==> config.mk <==
export PLATFORM = sky130hd
export DESIGN_NAME = fetch_line_unit
export DESIGN_NICKNAME = d
export VERILOG_FILES = /design/src/rtl/fetch_pkg.sv /design/src/rtl/fetch_line_buffer.sv /design/src/rtl/fetch_line_unit.sv
export SDC_FILE = /design/constraint.sdc
export NUM_CORES = 2
export LEC_CHECK = 0
export CAP_MARGIN = 20
export CORE_UTILIZATION = 60
export DETAILED_ROUTE_END_ITERATION = 7
export DONT_BUFFER_PORTS = 1
export PLACE_DENSITY = 0.76
export REMOVE_ABC_BUFFERS = 1
export SKIP_LAST_GASP = 1
export SLEW_MARGIN = 20
export SYNTH_ARGS = -nofsm -noshare
export SYNTH_HDL_FRONTEND = slang
export SYNTH_HIERARCHICAL = 1
export SYNTH_SLANG_ARGS = --single-unit
export TNS_END_PERCENT = 10
==> constraint.sdc <==
create_clock -name clk -period 96.6 [get_ports clk]
set_input_delay 14.49 -clock clk [delete_from_list [all_inputs] [get_ports clk]]
set_output_delay 14.49 -clock clk [all_outputs]
set_load 0.02 [all_outputs]
==> src/rtl/fetch_pkg.sv <==
// fetch_pkg: shared types and geometry helpers for the instruction fetch front end.
package fetch_pkg;

  typedef enum logic [1:0] {
    RUN   = 2'd0,
    MISS  = 2'd1,
    DRAIN = 2'd2
  } fetch_state_t;

  // Byte-offset bits within one I-cache line.
  function automatic int ofs_bits(input int line_bits);
    return $clog2(line_bits / 8);
  endfunction

  // Bits needed to select one 32-bit word within a line.
  function automatic int widx_bits(input int line_bits);
    return $clog2(line_bits / 32);
  endfunction

endpackage

==> src/rtl/fetch_line_buffer.sv <==
// fetch_line_buffer: fully associative buffer of I-cache lines with a
// round-robin fill pointer. Valid bits clear asynchronously on rst.
module fetch_line_buffer
  import fetch_pkg::*;
#(
  parameter  int LB_ENTRIES = 4,
  parameter  int LINE_BITS  = 256,
  localparam int OFS        = ofs_bits(LINE_BITS),
  localparam int TAG_W      = 32 - OFS,
  localparam int IDX_W      = widx_bits(LINE_BITS),
  localparam int RR_W       = (LB_ENTRIES > 1) ? $clog2(LB_ENTRIES) : 1
) (
  input  logic                 clk,
  input  logic                 rst,
  input  logic [TAG_W-1:0]     lk_tag,
  input  logic [IDX_W-1:0]     lk_idx,
  output logic                 hit,
  output logic [31:0]          word,
  input  logic                 fill_en,
  input  logic [TAG_W-1:0]     fill_tag,
  input  logic [LINE_BITS-1:0] fill_line
);

  // Entry layout depends on the line geometry, so it is declared per instance.
  typedef struct packed {
    logic                 valid;
    logic [TAG_W-1:0]     tag;
    logic [LINE_BITS-1:0] line;
  } lb_entry_t;

  lb_entry_t       ent [LB_ENTRIES];
  logic [RR_W-1:0] rr;

  // Fill the entry under rr and advance the pointer, wrapping at LB_ENTRIES.
  always_ff @(posedge clk or posedge rst) begin
    if (rst) begin
      for (int i = 0; i < LB_ENTRIES; i++) ent[i] <= '0;
      rr <= '0;
    end else if (fill_en) begin
      ent[rr] <= '{valid: 1'b1, tag: fill_tag, line: fill_line};
      rr      <= (rr == RR_W'(LB_ENTRIES - 1)) ? '0 : rr + 1'b1;
    end
  end

  // Tag compare across all entries; tags are unique so OR-merging words is safe.
  always_comb begin
    hit  = 1'b0;
    word = '0;
    for (int i = 0; i < LB_ENTRIES; i++) begin
      if (ent[i].valid && ent[i].tag == lk_tag) begin
        hit  = 1'b1;
        word = word | ent[i].line[32*lk_idx +: 32];
      end
    end
  end

endmodule

==> src/rtl/fetch_line_unit.sv <==
// fetch_line_unit: instruction fetch front end. Holds the PC, looks it up in
// a multi-line buffer, issues full-line I-cache reads on a miss and enqueues
// one instruction per cycle. Redirects squash an outstanding miss via DRAIN.
// Optional build macro FETCH_PERF_CTR_EN adds saturating hit/miss counters.
module fetch_line_unit
  import fetch_pkg::*;
#(
  parameter logic [31:0] RESET_PC   = 32'haaaaa000,
  parameter int          LINE_BITS  = 256,
  parameter int          LB_ENTRIES = 4,
  parameter int          ORDER_W    = 64
) (
  input  logic                 clk,
  input  logic                 rst,
  input  logic                 redirect_valid,
  input  logic [31:0]          redirect_pc,
  output logic [31:0]          icache_addr,
  output logic [3:0]           icache_rmask,
  input  logic [LINE_BITS-1:0] icache_rdata,
  input  logic                 icache_resp,
  input  logic                 iq_full,
  output logic                 iq_enqueue,
  output logic [31:0]          iq_instr,
  output logic [31:0]          iq_pc,
  output logic [ORDER_W-1:0]   iq_order
`ifdef FETCH_PERF_CTR_EN
  ,
  output logic [31:0]          perf_hits,
  output logic [31:0]          perf_misses
`endif
);

  localparam int OFS   = ofs_bits(LINE_BITS);
  localparam int TAG_W = 32 - OFS;
  localparam int IDX_W = widx_bits(LINE_BITS);

  fetch_state_t       state;
  logic [31:0]        pc;
  logic [ORDER_W-1:0] order;
  logic               lb_hit;
  logic [31:0]        lb_word;
  logic               fill_en;

  // A response is only meaningful while a read is outstanding (MISS or DRAIN).
  assign fill_en = (state != RUN) && icache_resp;

  fetch_line_buffer #(
    .LB_ENTRIES (LB_ENTRIES),
    .LINE_BITS  (LINE_BITS)
  ) u_lb (
    .clk       (clk),
    .rst       (rst),
    .lk_tag    (pc[31:OFS]),
    .lk_idx    (pc[OFS-1:2]),
    .hit       (lb_hit),
    .word      (lb_word),
    .fill_en   (fill_en),
    .fill_tag  (icache_addr[31:OFS]),
    .fill_line (icache_rdata)
  );

  // Fetch control: redirect first, then hit/enqueue or miss issue in RUN.
  // The fill tag comes from icache_addr, which stays put even after a
  // redirect has moved pc away from the squashed line.
  always_ff @(posedge clk or posedge rst) begin
    if (rst) begin
      state        <= RUN;
      pc           <= RESET_PC;
      order        <= '0;
      icache_addr  <= '0;
      icache_rmask <= 4'h0;
      iq_enqueue   <= 1'b0;
      iq_instr     <= '0;
      iq_pc        <= '0;
      iq_order     <= '0;
    end else begin
      iq_enqueue <= 1'b0;
      if (fill_en) begin
        icache_rmask <= 4'h0;
        state        <= RUN;
      end
      if (redirect_valid) begin
        pc <= redirect_pc & 32'hFFFF_FFFC;
        if (state == MISS && !icache_resp) state <= DRAIN;
      end else if (state == RUN) begin
        if (lb_hit) begin
          if (!iq_full) begin
            iq_enqueue <= 1'b1;
            iq_instr   <= lb_word;
            iq_pc      <= pc;
            iq_order   <= order;
            pc         <= pc + 32'd4;
            order      <= order + 1'b1;
          end
        end else begin
          icache_addr  <= {pc[31:OFS], {OFS{1'b0}}};
          icache_rmask <= 4'hF;
          state        <= MISS;
        end
      end
    end
  end

`ifdef FETCH_PERF_CTR_EN
  logic enq_fire, miss_fire;
  assign enq_fire  = (state == RUN) && !redirect_valid && lb_hit && !iq_full;
  assign miss_fire = (state == RUN) && !redirect_valid && !lb_hit;

  // Saturating event counters for enqueues and RUN->MISS transitions.
  always_ff @(posedge clk or posedge rst) begin
    if (rst) begin
      perf_hits   <= '0;
      perf_misses <= '0;
    end else begin
      if (enq_fire && perf_hits != '1)    perf_hits   <= perf_hits + 1'b1;
      if (miss_fire && perf_misses != '1) perf_misses <= perf_misses + 1'b1;
    end
  end
`endif

endmodule

==> metrics <==
status complete, no violations; final period demand of the worst path 17.65 ns; Synth area leaders dfrtp_1 55%, mux2_2 23%, mux4_2 9.2%; Netlist Area Pre-Place 62300 um2; Crit. End Element async pin; pin count of the biggest net entering global routing 191; top_reg_cell synth dfrtp_1; drt drc 0; worst reg2reg setup slack 91.19 ns; critical path arrival 18.36 ns; hold_sp u_lb/ent[1135]$_DFFE_PP0P_; Initial Util 60.9%; hold buffers post-CTS 0; max_cap viols 0; Rows 117; Hold Path Cell Cnt 1; Worst-Skew Late Latency 0.75 ns; Antenna Nets Post-Route 0; initial antenna violation count 6; via count 35300; Rel. slew slack 16.4%; placed insts 5389; CTS Buffer Depth 3; critical path launch point type primary input; First-pass DRT Iterations 5; root buffer cell clkbuf_16; most frequent cells after synthesis 1382 x dfrtp_1, 1255 x mux2_2, 425 x nand2_1; TritonCTS clock tree built; CP Max Fanout 161; Post-Route Skew 0.0272 ns; worst hold endpoint u_lb/ent[1135]$_DFFE_PP0P_; top cell type by total area after synthesis dfrtp_1; Tcrit/Tclk final 18.3%; Yosys Warn Count 6; flops & latches, synth 1392; non-filler cells in the finished layout 5663; wire length on met2 71100 um; reg2reg end pc[15]$_DFFE_PP1P_; fin nets 4468; Crit Reg-Reg Startpoint pc[13]$_DFFE_PP1P_; post-layout util 66.6%; Setup CP Type primary input to async pin; FFs w/ async S/R, synth 100%; routability congestion estimate 0.828; RSZ-0062 raised after global routing false; min-delay worst type flop to flop; io pins 458; area of the die 105000 um2; Final HPWL DP 88200 um; Congestion Overflow GR 0; syn avg cell area 14.6 um2; setup TNS 0 ns; VDD IR max 0.0000185 V; M1 WL 60200 um; Worst-path clk slew 0.06 ns; first-pass GRT wire length 227000 um; number of vias per cell 6.23; # setup viols final 0; most numerous cell in the Yosys netlist dfrtp_1; vias in the first global route 37300; Place WS 78.05 ns; Max H-tree Level 4; routed len/inst 25.7 um; CTS Buf Count 144; R2R cell count 12; Top Metal Used met5; post-layout worst setup margin 78.95 ns; Max Freq 56.7 MHz; Area Overhead vs Synth 9.39%; Worst Path Required 97.32 ns; core box area 102000 um2; register area share after synthesis 55.9%; Yosys top cell area share 55.5%; Max Slew Vio Count 0; Port Buffer Count 0; Power per Cell Area 29.8 nW/um2; Syn Inst Count 4272; endpoints failing hold 0; PostCTS Resize Cnt 0; final WL 145000 um; Iteration-0 DRC Markers 2365; GR Util All Layers 28.1%; share of cells above drive strength 1 42.8%; Leak 0.0297 uW; library cells used by synthesis 54; Slew @ Worst Pin 1.25 ns; Routed met3 length 9620 um; setup bufs post-CTS 0; die width 324 um; CTS sink cnt 1392; number of synthesized flops with an enable pin 0; die height 324 um
[cell type report]
type | count | area, um2
sequential | 1392 | 34900
fill | 7037 | 34100
multi-input combinational | 2566 | 26100
clock buffer | 213 | 4250
tap | 1368 | 1710
clock inverter | 51 | 669
timing repair buffer | 47 | 493
inverter | 18 | 87.6
antenna | 8 | 20.0
[sequential cells by signal, indices dropped and copies added (netlist names)]
| name | flops |
|---|---|
| order | 64 |
| iq_pc | 30 |
| iq_instr | 32 |
| icache_rmask | 4 |
| icache_addr | 27 |
| iq_order | 64 |
| iq_enqueue | 1 |
| u_lb/ent | 1136 |
| u_lb/rr | 2 |
| state | 2 |
| pc | 30 |
[critical path, cell delays in order]
cell and delay [ns]:
inv_8 0.50, buf_12 0.59, buf_4 0.69, buf_4 0.83, buf_4 0.89
[metal layers]
layer	vias to the layer above	track usage [%]
met5	-	0
met2	908	45.5
li1	15300	-
met4	2	9.51
met3	266	6.89
met1	18800	37.4
[layout by cell type, fill, tap and decap left out, types with 4 or more instances in the layout]
master	netlist	final
nand2_4	0	4
nand2_1	425	421
and3_1	12	12
mux2_2	1255	1255
conb_1	1	7
clkbuf_1	136	35
mux4_2	256	256
nor3_1	14	10
xor2_1	41	41
buf_4	11	37
o21ai_0	35	35
and4_1	10	10
nor4_1	20	20
clkinv_2	0	23
nor2_1	25	24
inv_1	18	15
clkbuf_8	0	30
nor3_2	3	7
diode_2	0	8
o2111ai_1	32	32
nand4_1	59	59
xnor2_1	151	151
inv_6	0	7
dfrtp_1	1382	1379
buf_12	0	8
and2_1	5	5
dfstp_2	10	10
mux2i_1	33	33
bufinv_16	0	12
nor4_4	1	4
nand3_1	133	133
a221o_1	4	4
clkbuf_16	0	148
clkinvlp_4	0	4
nand2b_1	4	4
ha_1	6	6
[kinds of logic (layout without fill, tap and decap cells)]
logic type	after synthesis	after routing	synth area share [%]
multiplexers	1544	1544	32.5
flip-flops	1392	1392	55.9
AND/OR/NAND/NOR	735	735	5.47
buffers and inverters	320	329	2.41
XOR/XNOR	192	192	2.70
AO/OA/AOI/OAI	82	82	0.935
adder cells (fa/ha/maj)	6	6	0.120
other	1	15	0.00602
[metrics by stage]
stage | cell area, um2 | hold slack [ns] | total power [uW]
4_1_cts | 68100 | 0.471 | 2050
2_1_floorplan | 60900 | 0.434 | 1410
3_5_place_dp | 63200 | 0.452 | 1470
6_report | 68200 | 0.469 | 2040
5_1_grt | 68200 | 0.487 | 2130
3_3_place_gp | 63200 | 0.448 | 1430
[report_power, final]
group,internal (uW),total [uW],leakage (uW),switching (uW)
registers,825,966,0.0172,141
logic,334,498,0.0101,164
clock network,339,571,0.00242,232
total,1500,2040,0.0297,537
[worst max-delay path by stage]
| stage | from | to |
|---|---|---|
| after floorplan | rst | u_lb/ent[0]$_DFFE_PP0P_ |
| after global placement | rst | u_lb/ent[469]$_DFFE_PP0P_ |
| after detailed placement | rst | u_lb/ent[469]$_DFFE_PP0P_ |
| after CTS | rst | u_lb/ent[309]$_DFFE_PP0P_ |
| after global routing | rst | u_lb/ent[593]$_DFFE_PP0P_ |
| final | rst | u_lb/ent[309]$_DFFE_PP0P_ |
Note: power is estimated with default switching activity, not from simulation.
